**src/rtl/decode_mc_pkg.sv**
```systemverilog
// ============================================================================
// Module   : decode_mc_pkg
// Brief    : Shared state encoding, ALU codes and instruction-field constants
//            for the multicycle control unit.
// Revision : 1.0 - initial release
// ============================================================================
`default_nettype none

package decode_mc_pkg;

  typedef enum logic [3:0] {
    S_FETCH   = 4'd0,
    S_DECODE  = 4'd1,
    S_MEMADR  = 4'd2,
    S_MEMRD   = 4'd3,
    S_MEMWB   = 4'd4,
    S_MEMWR   = 4'd5,
    S_EXECR   = 4'd6,
    S_EXECI   = 4'd7,
    S_ALUWB   = 4'd8,
    S_BRANCH  = 4'd9,
    S_MULEXEC = 4'd10
  } state_t;

  localparam logic [2:0] ALU_ADD = 3'b000;
  localparam logic [2:0] ALU_SUB = 3'b001;
  localparam logic [2:0] ALU_AND = 3'b010;
  localparam logic [2:0] ALU_ORR = 3'b011;
  localparam logic [2:0] ALU_EOR = 3'b100;
  localparam logic [2:0] ALU_MUL = 3'b101;
  localparam logic [2:0] ALU_MOV = 3'b110;

  localparam logic [3:0] CMD_ADD = 4'b0100;
  localparam logic [3:0] CMD_SUB = 4'b0010;
  localparam logic [3:0] CMD_AND = 4'b0000;
  localparam logic [3:0] CMD_ORR = 4'b1100;
  localparam logic [3:0] CMD_EOR = 4'b0001;
  localparam logic [3:0] CMD_CMP = 4'b1010;
  localparam logic [3:0] CMD_MOV = 4'b1101;

  localparam logic [1:0] OP_DP  = 2'b00;
  localparam logic [1:0] OP_MEM = 2'b01;
  localparam logic [1:0] OP_BR  = 2'b10;

  localparam logic [3:0] MUL_I74 = 4'b1001;

endpackage

`default_nettype wire

```
**src/rtl/alu_dec_ext.sv**
```systemverilog
// ============================================================================
// Module   : alu_dec_ext
// Brief    : Combinational extended ALU decoder (ADD/SUB/AND/ORR/EOR/CMP/MOV).
// Revision : 1.0 - initial release
// ============================================================================
`default_nettype none

module alu_dec_ext
  import decode_mc_pkg::*;
#(
  parameter int ALUCTRL_W = 3
) (
  input  logic                 i_aluop,
  input  logic [4:0]           i_funct,
  output logic [ALUCTRL_W-1:0] o_alucontrol,
  output logic [1:0]           o_flagw,
  output logic                 o_nowrite,
  output logic                 o_illegal_cmd
);

  logic [2:0]           w_code;
  logic                 w_cv;
  logic [ALUCTRL_W-1:0] w_code_ext;

  always_comb begin
    w_code        = ALU_ADD;
    w_cv          = 1'b0;
    o_nowrite     = 1'b0;
    o_illegal_cmd = 1'b0;
    case (i_funct[4:1])
      CMD_ADD: begin w_code = ALU_ADD; w_cv = 1'b1; end
      CMD_SUB: begin w_code = ALU_SUB; w_cv = 1'b1; end
      CMD_AND: w_code = ALU_AND;
      CMD_ORR: w_code = ALU_ORR;
      CMD_EOR: w_code = ALU_EOR;
      CMD_CMP: begin w_code = ALU_SUB; w_cv = 1'b1; o_nowrite = 1'b1; end
      CMD_MOV: w_code = ALU_MOV;
      default: o_illegal_cmd = 1'b1;
    endcase
  end

  always_comb begin
    w_code_ext      = '0;
    w_code_ext[2:0] = w_code;
    o_alucontrol    = i_aluop ? w_code_ext : '0;
    o_flagw         = i_aluop ? {i_funct[0], i_funct[0] & w_cv} : 2'b00;
  end

endmodule

`default_nettype wire

```
**src/rtl/decode_mc.sv**
```systemverilog
// ============================================================================
// Module   : decode_mc
// Brief    : Multicycle ARM control unit: sequencing FSM, extended ALU decode
//            and iterative-multiply stall counter.
// Revision : 1.0 - initial release
// ============================================================================
`default_nettype none

module decode_mc
  import decode_mc_pkg::*;
#(
  parameter int ALUCTRL_W  = 3,
  parameter int MUL_CYCLES = 4,
  parameter int ENABLE_MUL = 1
) (
  input  logic                 clk,
  input  logic                 reset,
  input  logic [1:0]           Op,
  input  logic [5:0]           Funct,
  input  logic [3:0]           Rd,
  input  logic [3:0]           Instr74,
  output logic [1:0]           FlagW,
  output logic                 PCS,
  output logic                 NextPC,
  output logic                 RegW,
  output logic                 MemW,
  output logic                 IRWrite,
  output logic                 AdrSrc,
  output logic [1:0]           ResultSrc,
  output logic [1:0]           ALUSrcA,
  output logic [1:0]           ALUSrcB,
  output logic [1:0]           ImmSrc,
  output logic [1:0]           RegSrc,
  output logic [ALUCTRL_W-1:0] ALUControl,
  output logic                 MulEn,
  output logic                 Illegal,
  output logic [3:0]           State
);

  localparam int                CNT_W    = $clog2(MUL_CYCLES + 1);
  localparam logic [CNT_W-1:0]  CNT_LOAD = CNT_W'(MUL_CYCLES - 1);

  state_t               r_state;
  state_t               w_next;
  state_t               w_st_eff;
  logic [CNT_W-1:0]     r_cnt;
  logic                 r_nowrite;
  logic                 r_mul;

  logic                 w_mul_pat;
  logic                 w_is_mul;
  logic                 w_dp_legal;
  logic                 w_dec_illegal;
  logic                 w_aluop;
  logic                 w_branch;
  logic                 w_irwrite;
  logic                 w_nextpc;
  logic                 w_regw;
  logic                 w_memw;
  logic                 w_mulen;
  logic [ALUCTRL_W-1:0] w_dec_alucontrol;
  logic [ALUCTRL_W-1:0] w_mul_code;
  logic [1:0]           w_dec_flagw;
  logic                 w_dec_nowrite;
  logic                 w_dec_illegal_cmd;

  alu_dec_ext #(
    .ALUCTRL_W (ALUCTRL_W)
  ) u_alu_dec (
    .i_aluop       (w_aluop),
    .i_funct       (Funct[4:0]),
    .o_alucontrol  (w_dec_alucontrol),
    .o_flagw       (w_dec_flagw),
    .o_nowrite     (w_dec_nowrite),
    .o_illegal_cmd (w_dec_illegal_cmd)
  );

  // The MUL encoding overlaps AND, so it is excluded from normal data processing.
  assign w_mul_pat  = (Op == OP_DP) && (Funct[5:4] == 2'b00) && (Instr74 == MUL_I74);
  assign w_is_mul   = w_mul_pat && (ENABLE_MUL != 0);
  assign w_dp_legal = (Op == OP_DP) && !w_mul_pat && !w_dec_illegal_cmd;

  always_ff @(posedge clk) begin
    if (!reset) begin
      r_state   <= S_FETCH;
      r_cnt     <= '0;
      r_nowrite <= 1'b0;
      r_mul     <= 1'b0;
    end else begin
      r_state <= w_next;
      if (r_state == S_DECODE && w_next == S_MULEXEC) begin
        r_cnt <= CNT_LOAD;
      end else if (r_state == S_MULEXEC && r_cnt != '0) begin
        r_cnt <= r_cnt - CNT_W'(1);
      end
      if (r_state == S_FETCH) begin
        r_nowrite <= 1'b0;
        r_mul     <= 1'b0;
      end else if (r_state == S_DECODE) begin
        r_nowrite <= w_dec_nowrite & w_dp_legal;
        r_mul     <= w_is_mul;
      end
    end
  end

  always_comb begin
    w_next        = S_FETCH;
    w_dec_illegal = 1'b0;
    case (r_state)
      S_FETCH: w_next = S_DECODE;
      S_DECODE: begin
        if (Op == OP_MEM)      w_next = S_MEMADR;
        else if (Op == OP_BR)  w_next = S_BRANCH;
        else if (w_is_mul)     w_next = S_MULEXEC;
        else if (w_dp_legal)   w_next = Funct[5] ? S_EXECI : S_EXECR;
        else                   w_dec_illegal = 1'b1;
      end
      S_MEMADR:  w_next = Funct[0] ? S_MEMRD : S_MEMWR;
      S_MEMRD:   w_next = S_MEMWB;
      S_EXECR,
      S_EXECI:   w_next = S_ALUWB;
      S_MULEXEC: w_next = (r_cnt == '0) ? S_ALUWB : S_MULEXEC;
      default:   w_next = S_FETCH;
    endcase
  end

  // While reset is held the selects behave as in FETCH and enables are masked.
  always_comb begin
    w_st_eff  = reset ? r_state : S_FETCH;
    w_irwrite = 1'b0;
    w_nextpc  = 1'b0;
    w_regw    = 1'b0;
    w_memw    = 1'b0;
    w_mulen   = 1'b0;
    w_branch  = 1'b0;
    w_aluop   = 1'b0;
    AdrSrc    = 1'b0;
    ResultSrc = 2'b00;
    ALUSrcA   = 2'b00;
    ALUSrcB   = 2'b00;
    case (w_st_eff)
      S_FETCH: begin
        w_irwrite = 1'b1;
        w_nextpc  = 1'b1;
        ALUSrcA   = 2'b01;
        ALUSrcB   = 2'b10;
        ResultSrc = 2'b10;
      end
      S_DECODE: begin
        ALUSrcA   = 2'b01;
        ALUSrcB   = 2'b10;
        ResultSrc = 2'b10;
      end
      S_MEMADR: ALUSrcB = 2'b01;
      S_MEMRD:  AdrSrc  = 1'b1;
      S_MEMWB: begin
        ResultSrc = 2'b01;
        w_regw    = 1'b1;
      end
      S_MEMWR: begin
        AdrSrc = 1'b1;
        w_memw = 1'b1;
      end
      S_EXECR: w_aluop = 1'b1;
      S_EXECI: begin
        w_aluop = 1'b1;
        ALUSrcB = 2'b01;
      end
      S_ALUWB: w_regw = !r_nowrite;
      S_BRANCH: begin
        ALUSrcB   = 2'b01;
        ResultSrc = 2'b10;
        w_branch  = 1'b1;
      end
      S_MULEXEC: w_mulen = 1'b1;
      default: ;
    endcase
  end

  always_comb begin
    w_mul_code      = '0;
    w_mul_code[2:0] = ALU_MUL;
    if (w_st_eff == S_MULEXEC) begin
      ALUControl = w_mul_code;
      FlagW      = {Funct[0], 1'b0};
    end else begin
      ALUControl = w_dec_alucontrol;
      FlagW      = w_dec_flagw;
    end
    ImmSrc  = Op;
    RegSrc  = {Op == OP_MEM, Op == OP_BR};
    IRWrite = reset & w_irwrite;
    NextPC  = reset & w_nextpc;
    RegW    = reset & w_regw;
    MemW    = reset & w_memw;
    MulEn   = reset & w_mulen;
    PCS     = reset & (((Rd == 4'hF) & w_regw & !r_mul) | w_branch);
    Illegal = reset & w_dec_illegal;
    State   = r_state;
  end

endmodule

`default_nettype wire

```
**config.mk**
```make
export PLATFORM = sky130hd
export DESIGN_NAME = decode_mc
export DESIGN_NICKNAME = d
export VERILOG_FILES = /design/src/rtl/decode_mc_pkg.sv /design/src/rtl/alu_dec_ext.sv /design/src/rtl/decode_mc.sv
export SDC_FILE = /design/constraint.sdc
export NUM_CORES = 1
export LEC_CHECK = 0
export ABC_AREA = 1
export BUFFER_PORTS_ARGS = -buffer_cell sky130_fd_sc_hd__buf_2
export CORE_UTILIZATION = 40
export DETAILED_ROUTE_END_ITERATION = 12
export HOLD_SLACK_MARGIN = 0.15
export PLACE_DENSITY = 0.71
export SLEW_MARGIN = 10
export SYNTH_ARGS = -nofsm -noshare
export SYNTH_HDL_FRONTEND = slang
export SYNTH_SLANG_ARGS = --single-unit
```
**constraint.sdc**
```tcl
create_clock -name clk -period 1.5 [get_ports clk]
set_input_delay 0.3 -clock clk [delete_from_list [all_inputs] [get_ports clk]]
set_output_delay 0.3 -clock clk [all_outputs]
set_load 0.01 [all_outputs]
```
==> results.md <==
Clock network:
- Hold repair after CTS inserted 0 buffers.
- The buffer cell driving the clock tree root is sky130_fd_sc_hd__clkbuf_4.
- The TritonCTS buffer count is 3.
- The TritonCTS clock tree is done.
- The clock latency at the later pin of the worst-skew pair is 0.27 ns.
- Clock-pin slew was measured on the worst setup and hold paths at 0.06 ns.
- The number of H-tree levels is 1.
- The clock net sink count is 9.
- The longest clock path from root to sink contains 2 buffers.

Run:
- The max capacitance violation total is 0.

Pwr:
- Dividing total power by cell area gives a power density of 509 mW/mm2.
- For this design the static power due to leakage is 0.752 nW.
- Across the VDD grid, the largest voltage drop is 0.327 mV.
- Summing internal, switching and leakage power gives 747 uW.

Timing:
- The max-slew violation count came to 0.
- Static timing analysis puts the maximum clock frequency at 573 MHz.
- For the finished layout, the period the worst path requires is 1.74 ns.
- Across the routed clock network, the largest skew measured is 0.00113 ns.
- The setup slack after layout is -0.244 ns.
- The count of final hold-check violations came to 0.
- The final count of negative-setup-slack endpoints is 19.
- The final worst-path cycle share is 116%.
- Hold is met by 0.293 ns.
- Setup repair after global routing could not meet its margin everywhere.

Placed design:
- In this run the cell area measured after placement is 0.00120 mm2.
- The number of port buffers is 43.
- At the end of routability-driven placement, the weighted congestion stood at 0.873.
- The HPWL after detailed placement is 1880 um.
- The number of placed instances, taps included, is 225.

GRT:
- The initial antenna violation count is 0.
- Global routing finished with a remaining overflow of 0.
- The total global routing track utilization is 22.1%.
- The global-route wire length before repair is 3440 um.
- The number of global-route vias before repair was 850.
- Entering global routing, the biggest net connects 8 pins.

Cells and area:
- The net count of the finished layout is 234.
- Compared with the post-synthesis result, the final layout area differs by 73.9%.
- The count of cells in the finished layout, fillers not included, comes to 240.
- The utilization after layout is 74.1%.
- The number of fill cells in the layout is 161.
- The fraction of layout instances using a drive strength above 1 is 55.9%.
- The number of diodes is 0.
- After routing the design area is 0.00147 mm2.

Run status:
- The flow ran to the end, but the final reports show violations.
- The final reports fail on negative setup slack.

Logic synthesis:
- The mean instance size in the synthesized netlist is 5.86 um2.
- The sequential area share after synthesis is 21.3%.
- The post-synthesis net count is 164.
- The cell area that synthesis handed to floorplanning was 845 um2.
- The cell taking the most area after synthesis is sky130_fd_sc_hd__dfxtp_1.
- In this run, synthesis produced a sequential element count of 9.
- The synthesis warning total is 0.
- The count of mapped cells out of synthesis is 144.
- By area the synthesized netlist is led by sky130_fd_sc_hd__dfxtp_1 21%, sky130_fd_sc_hd__inv_1 12%, sky130_fd_sc_hd__nand2_1 11%.
- The number of library cell types mapped by synthesis is 30.
- Of the post-synthesis cell area, the dominant cell type holds 21.3%.

Critical path:
- The critical path arrival is 1.44 ns.
- The peak per-stage delay on the critical path is 0.40 ns.
- STA puts the critical path data required time at 1.20 ns.
- The critical path goes through buf_6 -> nand2_4 -> nor2_4 -> inv_2 -> nor2_4 -> inv_2 -> a21oi_2 -> buf_2.
- The maximum fanout along the worst path is 6.
- In this design, the largest share of critical-path delay is due to flip-flops.
- The number of cells on the worst reg-to-reg path is 10.
- The category of the worst setup path capture point is an output pin.
- Counting buffers and inverters, the worst setup path is 8 cells deep.
- Counting both buffers and inverters, the worst setup path holds a total of 4.
- The category of the most critical setup path is reg -> out.
- Among all stages on the critical path, the largest delay is contributed by sky130_fd_sc_hd__dfxtp_4.
- The type of element launching the critical path is a register.

Die:
- The height of the die is 48.0 um.
- The initial core utilization is 42.6%.
- The top-level port count is 45.
- The number of rows in the core area is 16.
- The floorplan step defined a die boundary enclosing 0.00230 mm2.
- The die width is 48.0 um.
- The core region area is 0.00198 mm2.

Detailed routing:
- The number of vias in the routed layout is 1,177.
- The vias per cell is 4.90.
- The wire length reported by the detailed router is 2800 um.
- The final antenna-violating net count is 0.
- The average routed wire per standard cell is 11.7 um.
- The number of remaining DRC errors is 0.
- The number of optimization iterations in the first detailed-route pass is 6.
- The initial DRC count is 24.

Hold path:
- The number of cells on the worst hold path is 3.
- The worst hold path belongs to the class in -> reg.
-- worst min-delay path: cells and delay by family --
| family | cells | cell delay, ns |
|---|---|---|
| and+or+nand+nor | 1 | 0.06 |
| buffers and inverters | 1 | 0.12 |
| AOI/OAI and AO/OA | 1 | 0.04 |
-- cell usage in the layout, fill, tap and decap left out, drive strengths merged, types with 4 or more instances in the layout --
cell	netlist	routed
nor2	23	23
nand2	27	27
dfxtp	9	9
o21ai	9	9
inv	32	32
nand3	5	5
clkbuf	1	4
nor3	6	6
a21oi	12	12
buf	5	71
-- area by class of cell --
| class | count | area [um2] | share of cell area (%) |
|---|---|---|---|
| Inverter | 32 | 125 | 8.52 |
| Sequential cell | 9 | 193 | 13.1 |
| Multi-Input combinational cell | 97 | 638 | 43.4 |
| Tap cell | 27 | 33.8 | 2.30 |
| Clock buffer | 4 | 26.3 | 1.79 |
| Timing Repair Buffer | 71 | 453 | 30.8 |
-- state kept, by name (all words and copies together) (netlist names) --
name       cells
State          4
r_cnt          3
r_mul          1
r_nowrite      1
-- timing repair --
action,in CTS,in global routing
pin swaps,8,7
gates resized for setup,36,16
buffers inserted,7,4
endpoints found under the setup margin,20,21
cloned,0,0
-- cell families (layout without fill, tap and decap cells) --
kind of cell / after synthesis / count (layout) / synth area share, %
AOI/OAI and AO/OA: 27 / 27 / 19.7
other: 1 / 1 / 0.444
adders and majority gates: 2 / 2 / 2.96
buffers and inverters: 38 / 107 / 19.6
xor gates and xnor gates: 1 / 1 / 1.04
and+or+nand+nor: 66 / 66 / 35.0
DFF: 9 / 9 / 21.3
-- final timing paths --
path | slack (ns) | endpoint | startpoint
min | 0.29 | r_cnt[2] | reset
max | -0.24 | FlagW[1] | State[1]
min reg2reg | 0.50 | r_nowrite | r_nowrite
max reg2reg | -0.06 | r_cnt[1] | State[1]
-- synthesized netlist by cell type (all sizes together) --
cell type,number
buf,5
xor2,1
a211oi,1
dfxtp,9
conb,1
o21ai,9
o31ai,2
nand2,27
a31o,1
nor3,6
nor4,1
or2,1
a21oi,12
clkbuf,1
inv,32
nand3,5
ha,2
o211ai,1
nor2b,1
nand4,2
nor2,23
a21boi,1
-- report_power, final --
group | internal [mW] | total, mW | switching [mW]
logic | 0.129 | 0.283 | 0.154
registers | 0.246 | 0.262 | 0.0163
clock network | 0.103 | 0.202 | 0.0988
total | 0.478 | 0.747 | 0.269
-- metal layers --
layer	vias to the layer above	part of all wire [%]	track usage, %
met2	50	51	40.8
met5	-	0	0
met1	523	40	23.4
met4	0	4.0	14.4
li1	593	-	-
met3	11	4.5	2.26
-- through the flow --
stage	worst slack, ns	TNS (ns)
finish	-0.244	-2.37
global route	-0.308	-3.79
CTS	-0.201	-2.04
detailed placement	-0.0505	-0.140
global placement	-0.000862	-0.000862
floorplan	-0.00765	-0.00781
Note: power is estimated with default switching activity, not from simulation.
